[src/rtl/seq_multiplier.sv]
// Iterative shift-add unsigned multiplier for the execute stage.
// One partial-product step per clock; fixed WIDTH-cycle RUN phase, then a one-cycle DONE
// that strobes the register-file write port with the low half of the product.
module seq_multiplier #(
  parameter int unsigned WIDTH = 16
) (
  input  logic               clock,
  input  logic               reset,
  input  logic               start,
  input  logic [WIDTH-1:0]   a,
  input  logic [WIDTH-1:0]   b,
  input  logic [1:0]         dest_in,
  output logic               busy,
  output logic               done,
  output logic [2*WIDTH-1:0] product,
  output logic [WIDTH-1:0]   wd_out,
  output logic [1:0]         wr_out,
  output logic               regwrite_out
);

  localparam int unsigned CW = (WIDTH > 1) ? $clog2(WIDTH) : 1;
  localparam logic [CW-1:0] LastStep = CW'(WIDTH - 1);

  localparam logic [1:0] IDLE = 2'd0;
  localparam logic [1:0] RUN  = 2'd1;
  localparam logic [1:0] DONE = 2'd2;

  logic [1:0]         state_q, state_d;
  logic [WIDTH-1:0]   a_q, a_d;
  logic [WIDTH-1:0]   b_shift_q, b_shift_d;
  logic [2*WIDTH-1:0] acc_q, acc_d;
  logic [CW-1:0]      count_q, count_d;
  logic [1:0]         dest_q, dest_d;
  logic [2*WIDTH-1:0] product_q, product_d;
  logic [1:0]         wr_q, wr_d;

  logic [WIDTH:0]     sum;
  logic [2*WIDTH-1:0] acc_step;

  // One shift-add step: add multiplicand into the upper half, keep the carry, shift right.
  always_comb begin
    sum      = {1'b0, acc_q[2*WIDTH-1:WIDTH]} + {1'b0, (b_shift_q[0] ? a_q : '0)};
    acc_step = {sum, acc_q[WIDTH-1:1]};
  end

  // Next-state logic: operand capture, step sequencing and result write-back.
  always_comb begin
    state_d   = state_q;
    a_d       = a_q;
    b_shift_d = b_shift_q;
    acc_d     = acc_q;
    count_d   = count_q;
    dest_d    = dest_q;
    product_d = product_q;
    wr_d      = wr_q;
    case (state_q)
      IDLE, DONE: begin
        if (start) begin
          a_d       = a;
          b_shift_d = b;
          dest_d    = dest_in;
          acc_d     = '0;
          count_d   = '0;
          state_d   = RUN;
        end else begin
          state_d = IDLE;
        end
      end
      RUN: begin
        // start is deliberately ignored here: no capture, no restart.
        acc_d     = acc_step;
        b_shift_d = b_shift_q >> 1;
        count_d   = count_q + CW'(1);
        if (count_q == LastStep) begin
          // Outputs only ever change on this edge (or reset).
          product_d = acc_step;
          wr_d      = dest_q;
          state_d   = DONE;
        end
      end
      default: state_d = IDLE;
    endcase
  end

  // State registers with synchronous, highest-priority reset.
  always_ff @(posedge clock) begin
    if (reset) begin
      state_q   <= IDLE;
      a_q       <= '0;
      b_shift_q <= '0;
      acc_q     <= '0;
      count_q   <= '0;
      dest_q    <= '0;
      product_q <= '0;
      wr_q      <= '0;
    end else begin
      state_q   <= state_d;
      a_q       <= a_d;
      b_shift_q <= b_shift_d;
      acc_q     <= acc_d;
      count_q   <= count_d;
      dest_q    <= dest_d;
      product_q <= product_d;
      wr_q      <= wr_d;
    end
  end

  // Outputs decoded from registered state; writes to r0 are suppressed.
  always_comb begin
    busy         = (state_q == RUN);
    done         = (state_q == DONE);
    regwrite_out = (state_q == DONE) && (wr_q != 2'd0);
    product      = product_q;
    wd_out       = product_q[WIDTH-1:0];
    wr_out       = wr_q;
  end

endmodule
[config.mk]
export PLATFORM = sky130hd
export DESIGN_NAME = seq_multiplier
export DESIGN_NICKNAME = d
export VERILOG_FILES = /design/src/rtl/seq_multiplier.sv
export SDC_FILE = /design/constraint.sdc
export NUM_CORES = 1
export LEC_CHECK = 0
export CAP_MARGIN = 20
export CORE_ASPECT_RATIO = 1.1
export CORE_MARGIN = 2
export CORE_UTILIZATION = 52
export CTS_CLUSTER_DIAMETER = 60
export DETAILED_ROUTE_END_ITERATION = 10
export PLACE_DENSITY_LB_ADDON = 0.15
export SETUP_SLACK_MARGIN = 0.3
export SLEW_MARGIN = 10
export SYNTH_ARGS = -nofsm -noshare
export SYNTH_HDL_FRONTEND = slang
export SYNTH_SLANG_ARGS = --single-unit
[constraint.sdc]
create_clock -name clock -period 2.8 [get_ports clock]
set_clock_uncertainty 0.1 [all_clocks]
set_input_delay 0.42 -clock clock [delete_from_list [all_inputs] [get_ports clock]]
set_output_delay 0.42 -clock clock [all_outputs]
set_load 0.01 [all_outputs]
## After elaboration in Yosys (flattened, before gate mapping)

Cells that the tools add are included.

- Add/sub/neg operators: 2
- Eq/ne operators: 5
- Multiplexer cells: 10
- Reductions and logical operators: 8

Operator list:

| operator | number |
|---|---|
| $pmux W32 S2 | 1 |
| $mux W16 | 2 |
| $mux W32 | 1 |
| $pmux W16 S2 | 1 |
| $add A16 B16 Y17 | 1 |
| $pmux W4 S2 | 1 |
| $reduce_and A2 Y1 | 3 |
| $add A4 B1 Y4 const B | 1 |
| $eq A4 B4 Y1 const B | 1 |
| $mux W4 | 1 |
| $pmux W2 S2 | 1 |
| $reduce_bool A2 Y1 | 2 |
| $eq A2 B1 Y1 const B | 1 |
| $eq A2 B2 Y1 const B | 1 |
| $logic_not A2 Y1 | 1 |
| $mux W2 | 1 |
| $ne A2 B1 Y1 const B | 1 |
| $ne A2 B2 Y1 const B | 1 |
| $reduce_or A2 Y1 | 1 |
| $logic_and A1 B1 Y1 | 1 |
| $mux W1 | 1 |

- Register bits after elaboration: 106
- Input port bits: 37
- Output and inout port bits: 53
- Word-level logic and storage cells: 33

## Longest topological paths before layout

Gate-level depths: netlist of run 1.

- Depth after elaboration: 4
- Gate-level depth with buffers: 10
- Depth with buffers taken out: 9

## Least setup slack after synthesis of run 1

OpenSTA, ideal clock, no wires.

- Kind: reg-to-reg
- Start point: register b_shift_q[0]
- End point: register acc_q[29]
- Setup time: 0.117 ns
- Data arrival time: 2.258 ns
- Data required time: 2.583 ns
- Slack: 0.325 ns
- Stages on the path, launching flop included: 11
- Buffers on the path: 1
- Clock period less this slack: 2.475 ns
- Cells stage by stage: dfxtp_1 > clkbuf_1 > and2_1 > ha_1 > fa_1 > a211oi_2 > o21ai_2 > a211oi_1 > o21ai_1 > xor2_1 > a22o_1

- Word-level cells in the longest chain between the ends: 3

RTL lines:

| item | line | RTL |
|---|---|---|
| start: declaration | 30 | `logic [WIDTH-1:0] b_shift_q, b_shift_d;` |
| start signal: assignment | 99 | `b_shift_q <= b_shift_d;` |
| $mux W16 | 42 | `sum = {1'b0, acc_q[2*WIDTH-1:WIDTH]} + {1'b0, (b_shift_q[0] ? a_q : '0)};` |
| $add A16 B16 Y17 | 42 |  |
| $pmux W32 S2 | 56 | `case (state_q)` |
| end signal: assignment | 91 | `acc_q <= '0;` |
| end signal: assignment | 100 | `acc_q <= acc_d;` |
| end: declaration | 31 | `logic [2*WIDTH-1:0] acc_q, acc_d;` |

No other way between the ends.
A chain may end at the register's enable or synchronous reset.

## Worst setup path in the final report of run 1

- Start point: register b_shift_q[0]
- End point: register product_q[30], in the netlist product[30]

- Word-level cells in the longest chain between the ends: 2

RTL lines:

| item | line | RTL |
|---|---|---|
| $mux W16 | 42 |  |
| $add A16 B16 Y17 | 42 |  |
| end signal: assignment | 103 | `product_q <= product_d;` |
| end: declaration | 34 | `logic [2*WIDTH-1:0] product_q, product_d;` |

No other way between the ends.

==> results of run 1 <==
cell usage in the layout, fill, tap and decap left out, types with 2 or more instances in the layout:
cell type        Yosys  final
clkdlybuf4s50_1      0     88
inv_8                0      2
a31o_2               2      2
nor2_2               0      2
nor3_1               4      4
a21oi_1             73     71
ha_1                17     11
and2_1              16     16
nor3b_1              2      2
nand3b_1             2      2
clkinv_4             0      2
nand3_1              5      5
xor2_1               4      4
a31oi_1              4      4
nand2b_1             4      4
nand2_1            114    114
ha_2                 0      2
clkbuf_8             0      9
inv_1                3      2
nor2_1              46     44
o21ai_1              2      3
a22oi_1             37     37
a21oi_2              1      3
a211oi_2             1      2
buf_4               16     15
o21ai_0              9      8
xnor2_1              8      8
nand4_1              3      3
ha_4                 0      4
inv_6                0      2
dfxtp_1            105    104
a21o_1               7      7
a22o_1              13     13
o21a_1               5      5
layout make-up:
cell class / instances / share of cell area
multi-input combinational: 399 / 0.405
sequential: 105 / 0.361
timing repair buffer: 105 / 0.175
tap: 114 / 0.0245
clock buffer: 10 / 0.0219
clock inverter: 6 / 0.00989
inverter: 3 / 0.00258
per-layer routing:
metal | part of all wire | up-vias | GRT usage
met3 | 0.056 | 27 | 0.0514
li1 | - | 2049 | -
met2 | 0.50 | 137 | 0.408
met1 | 0.42 | 1922 | 0.274
met5 | 0 | - | 0
met4 | 0.023 | 0 | 0.0836
where the power goes:
part | leakage [nW] | switching, mW | total, mW | internal, mW
Combinational | 1.20 | 0.140 | 0.250 | 0.110
Sequential | 0.852 | 0.0201 | 1.55 | 1.53
Clock | 0.0953 | 0.562 | 0.909 | 0.347
worst max path at each step:
stage,startpoint,end,depth (start not counted)
6_report,b_shift_q[0],product[30],9
5_1_grt,b_shift_q[0],product[30],9
4_1_cts,state_q[1],busy,3
3_5_place_dp,b_shift_q[0],acc_q[29],9
3_3_place_gp,b_shift_q[0],acc_q[29],9
2_1_floorplan,b_shift_q[0],acc_q[29],10
timing repair:
action | 4_1_cts | 5_1_grt
pin swaps | 1 | 2
gates resized for setup | 5 | 14
endpoints found under the hold margin | 0 | 0
setup buffers | 0 | 5
setup endpoints to repair | 4 | 7
critical path, cell delays in order (launching register included):
cell,delay (ns)
dfxtp_2,0.40
buf_4,0.19
and2_1,0.17
ha_4,0.23
a21o_1,0.21
a31o_2,0.26
nor2_1,0.20
o221ai_2,0.13
xor2_1,0.19
a22o_1,0.24
logic make-up after synthesis:
kind of cell / after synthesis / synth area share
AO/OA/AOI/OAI: 166 / 0.228
buffers and inverters: 58 / 0.0625
XOR/XNOR: 12 / 0.0225
AND/OR/NAND/NOR: 203 / 0.186
flip-flops: 105 / 0.451
adder cells (fa/ha/maj): 18 / 0.0499
sequential cells by signal (all words and copies together) (netlist names):
name,cells
a_q,16
acc_q,31
b_shift_q,16
count_q,4
dest_q,2
product,32
state_q,2
wr_out,2
==> key figures, run 1 <==
CTS
  • Root Buffer: clkbuf_8
  • Clk buf depth: 2
  • Clock Latency Late Sink: about 0.37 ns
  • CTS buffer count: 9
  • Htree depth: 3
  • CTS tree: built
  • # hold bufs at CTS: 0
  • Clock transition at path regs: 0.11 ns
  • CTS Sinks: between 100 and 150

Cells and area
  • Fillers: 750
  • Antenna diode count: 0
  • Layout area overhead: 24.9%
  • Final Util: 0.663
  • Reg area: 0.00210 mm^2
  • Nets: approximately 680
  • Multi-input logic area: 0.00236 mm^2
  • Final Cell Area: 0.00582 mm^2
  • Final Non-Filler Cells: 742
  • Share of cells above drive strength 1: 0.0892

Place
  • Placed cell areas: 0.00551 mm^2
  • Dpl hpwl: between 7000 and 8000 um
  • GP Congestion: approximately 0.88
  • Placed instance count: 721
  • Port Buf Inserts: 89
  • Pre-CTS setup slack: 0.217 ns

Detailed routing
  • Initial DRC count: 200
  • DRC: 0
  • Via-to-Cell Ratio: 5.57
  • DR pass1 iterations: 5
  • Via count: 4135
  • Routed WL: 11300 um
  • Per-cell routed wire length: 15.2 um
  • Post-route ant nets: 0

GRT
  • GRT Resource Usage Total: 0.230
  • Largest net degree at the start of global routing: 52
  • First-pass GRT wire length: 17800 um
  • GR Overflow Total: 0
  • Number of global-route vias before repair: approximately 3.8k
  • Antenna violations before repair: 0

Yosys
  • Post-synth top area share: 0.451
  • Mapped cell area: 0.00466 mm^2
  • Post-synth top cells: nand2_1 (114), dfxtp_1 (105), a21oi_1 (73)
  • Synth area leader: dfxtp_1
  • Netlist cell types: 48
  • Synth warn: 0
  • EDFF count, synth: 0
  • Top-count cell post-synth: nand2_1
  • Avg Cell Area, Syn: between 8 and 9 um^2
  • Ys flop type: dfxtp_1
  • Synthesized flop and latch total: 105
  • Syn Nets: 617
  • Mapped Cells: roughly 560
  • Leading post-synthesis cells by cell area: dfxtp_1 (45%), nand2_1 (9.2%), a21oi_1 (7.8%)
  • Sequential cell area fraction in the yosys report: 0.451
  • Async SR Flop Fraction: 0

Power
  • Total power: 2.71 mW
  • Leakage Power: approximately 2.1 nW
  • Max VDD drop: between 0.2 and 0.3 mV
  • Total power per unit cell area: 465 mW/mm^2

Timing
  • Fin crit share: 0.869
  • Max-slew violations: 0
  • Setup ws final: 0.367 ns
  • Setup Viol. Count Final: 0
  • Fin Hold WS: 0.358 ns
  • RSZ-0062 raised after global routing: true
  • Hold violation total from the final report: 0
  • Fin Setup TNS: 0 ns
  • Final Critical Period: 2.43 ns
  • Max-slew headroom: 0.362
  • Max Freq: ~410 MHz
  • Tightest Pin Transition: roughly 0.95 ns

Worst setup path
  • Critical path required time: 2.96 ns
  • Max FO, Critical Path: 10
  • CP arrival: 2.60 ns
  • Crit start category: register
  • Reg2reg end: product[30]
  • Critical Path End Type: register
  • Crit Path Class: register to register
  • Reg2reg start: b_shift_q[0]
  • R2r setup slk: 0.37 ns
  • Reg2reg path depth: 9

Worst hold path
  • End of the worst hold path: wr_out[0]
  • Hold crit path type: register to register
  • Hold path cells: 2
  • Hold Startpoint: dest_q[0]

Die
  • Die width: 94.3 um
  • Die area: 0.00974 mm^2
  • I/O Pins: 90
  • Row Count: 36
  • Die Ht: 103 um
  • CORE AREA: 0.00878 mm^2
  • Initial Utilization: 0.531

Status
  • Status: completed

Job
  • Max-Cap Viols: 0
Power figures use the tool's default switching activity.
==> run 2: changes to the inputs <==
Settings changed: SETUP_SLACK_MARGIN 0.3 to 0.2.
==> run 2 against run 1 <==
Net effect: sequential share of layout area increased by 0.55 points; wire length decreased by 0.67%; cell count fell by 0.67%; combinational power shrank 4%; clock power hardly changed; register-to-register slack worse by 0.12 ns; largest cell class unchanged.
==> key figures, run 2 (synthesis results as in run 1) <==
CTS
  • Root Buffer: clkbuf_8 (unchanged)
  • Clk buf depth: 2 (unchanged)
  • Clock Latency Late Sink: 0.37 ns (about the same)
  • CTS tree: built (unchanged)
  • Clock transition at path regs: 0.11 ns (about the same)
  • Number of setup buffers added after CTS: 0 (unchanged)
  • Htree depth: 3 (unchanged)
  • # hold bufs at CTS: 0 (unchanged)
  • CTS Sinks: 105 (unchanged)
  • CTS buffer count: 9 (unchanged)

Timing
  • Max Freq: 393 MHz (was 411 MHz)
  • Max-slew violations: 0 (unchanged)
  • Fin Setup TNS: 0 ns (unchanged)
  • Fin Hold WS: 0.358 ns (about the same)
  • Tightest Pin Transition: 0.919 ns (was 0.954 ns)
  • Setup Viol. Count Final: 0 (unchanged)
  • Hold violation total from the final report: 0 (unchanged)
  • Fin crit share: 0.910 (was 0.869)
  • Final Critical Period: 2.55 ns (was 2.43 ns)
  • RSZ-0062 raised after global routing: true (unchanged)
  • Max-slew headroom: 0.385 (was 0.362)

Detailed routing
  • DR pass1 iterations: 5 (unchanged)
  • Initial DRC count: 231 (was 200)
  • Per-cell routed wire length: 15.2 um (about the same)
  • Via-to-Cell Ratio: 5.59 (was 5.57)
  • Routed WL: 11200 um (was 11300 um)
  • DRC: 0 (unchanged)
  • Post-route ant nets: 0 (unchanged)
  • Via count: 4117 (was 4135)

Die
  • Die area: 0.00974 mm^2 (unchanged)
  • Die Ht: 103 um (unchanged)
  • I/O Pins: 90 (unchanged)
  • Row Count: 36 (unchanged)
  • Die width: 94.3 um (unchanged)
  • CORE AREA: 0.00878 mm^2 (unchanged)
  • Initial Utilization: 0.531 (unchanged)

Place
  • Placed cell areas: 0.00551 mm^2 (unchanged)
  • GP Congestion: 0.878 (unchanged)
  • Dpl hpwl: 7630 um (unchanged)
  • Port Buf Inserts: 89 (unchanged)

Power
  • Total power: 2.70 mW (was 2.71 mW)
  • Total power per unit cell area: 471 mW/mm^2 (was 465 mW/mm^2)
  • Max VDD drop: 0.257 mV (was 0.260 mV)
  • Leakage Power: 2.14 nW (was 2.15 nW)

Worst setup path
  • CP arrival: 2.71 ns (was 2.60 ns)
  • Max FO, Critical Path: 10 (unchanged)
  • Critical Path End Type: register (unchanged)
  • Crit Path Class: register to register (unchanged)
  • Critical path required time: 2.96 ns (about the same)
  • Crit start category: register (unchanged)

Cells and area
  • Max reg flops: 32 (unchanged)
  • Layout area overhead: 22.9% (was 24.9%)
  • Share of cells above drive strength 1: 0.0738 (was 0.0892)
  • Final Cell Area: 0.00573 mm^2 (was 0.00582 mm^2)
  • Fillers: 761 (was 750)
  • Nets: 673 (was 678)
  • Antenna diode count: 0 (unchanged)
  • Commonest non-fill, non-tap cell in the layout: nand2_1 (unchanged)
  • Most frequent cells in the layout: nand2_1 (114), dfxtp_1 (105), clkdlybuf4s50_1 (88) (was nand2_1 (114), dfxtp_1 (104), clkdlybuf4s50_1 (88))
  • Final Util: 0.652 (was 0.663)

GRT
  • Number of global-route vias before repair: 3858 (was 3838)
  • Largest net degree at the start of global routing: 52 (unchanged)
  • First-pass GRT wire length: 17800 um (unchanged)
  • Antenna violations before repair: 0 (unchanged)
  • GR Overflow Total: 0 (unchanged)
  • GRT Resource Usage Total: 0.230 (about the same)

Status
  • Status: completed (unchanged)

Worst hold path
  • Hold crit path type: register to register (unchanged)

Job
  • Max-Cap Viols: 0 (unchanged)
## run 2: cell types whose count changed in the layout (fill, tap and decap cells not counted), sizes merged
cell	before	now
buf	17	12
clkinvlp	1	0
inv	6	7
## run 2: cell type report
cell class,instances,area [um^2],area share
clock buffers,10,128,0.0223
inverters,3,11.3,0.00197
flip-flops and latches,105,2100,0.367
multi-input cells,399,2310,0.403
repair buffers,100,981,0.171
well taps,114,143,0.0249
clock inverters,6,57.6,0.0100
## run 2: final timing paths
check,start,slack [ns],to,cells after the start
worst max-delay path,b_shift_q[0],0.25,product[30],9
worst min-delay path,dest_q[0],0.36,wr_out[0],2
worst min register to register,dest_q[0],0.36,wr_out[0],2
worst max register to register,b_shift_q[0],0.25,product[30],9
## run 2: per-stage QoR
step / setup WS (ns) / cells
after floorplan: 0.325 / 562
after CTS: 0.237 / 737
final: 0.252 / 737
after detailed placement: 0.217 / 721
after global placement: 0.279 / 721
after global routing: 0.136 / 737
## run 2: timing repair
item	in CTS	in global routing
resized for setup	1	9
pin swaps	0	1
endpoints found under the setup margin	2	9
## run 2: report_power, final
part / leakage (nW) / switching, mW / total (mW) / internal [mW]
clock network: 0.0953 / 0.562 / 0.909 / 0.347
registers: 0.851 / 0.0199 / 1.55 / 1.53
logic: 1.19 / 0.137 / 0.239 / 0.102
total: 2.14 / 0.719 / 2.70 / 1.98
## run 2: per-layer routing
metal | global-route usage | routed length [um] | up-vias
met5 | 0 | 0 | -
met4 | 0.0847 | 227 | 0
met3 | 0.0522 | 627 | 25
met2 | 0.414 | 5670 | 123
met1 | 0.268 | 4670 | 1930
li1 | - | - | 2039
## run 2: critical path, stage by stage (launching register included)
cell and delay, ns:
dfxtp_1 0.45, buf_4 0.21, and2_1 0.14, ha_2 0.32, a21o_1 0.23, a31o_2 0.26
nor2_1 0.19, o221ai_2 0.12, xor2_1 0.17, a22o_1 0.24
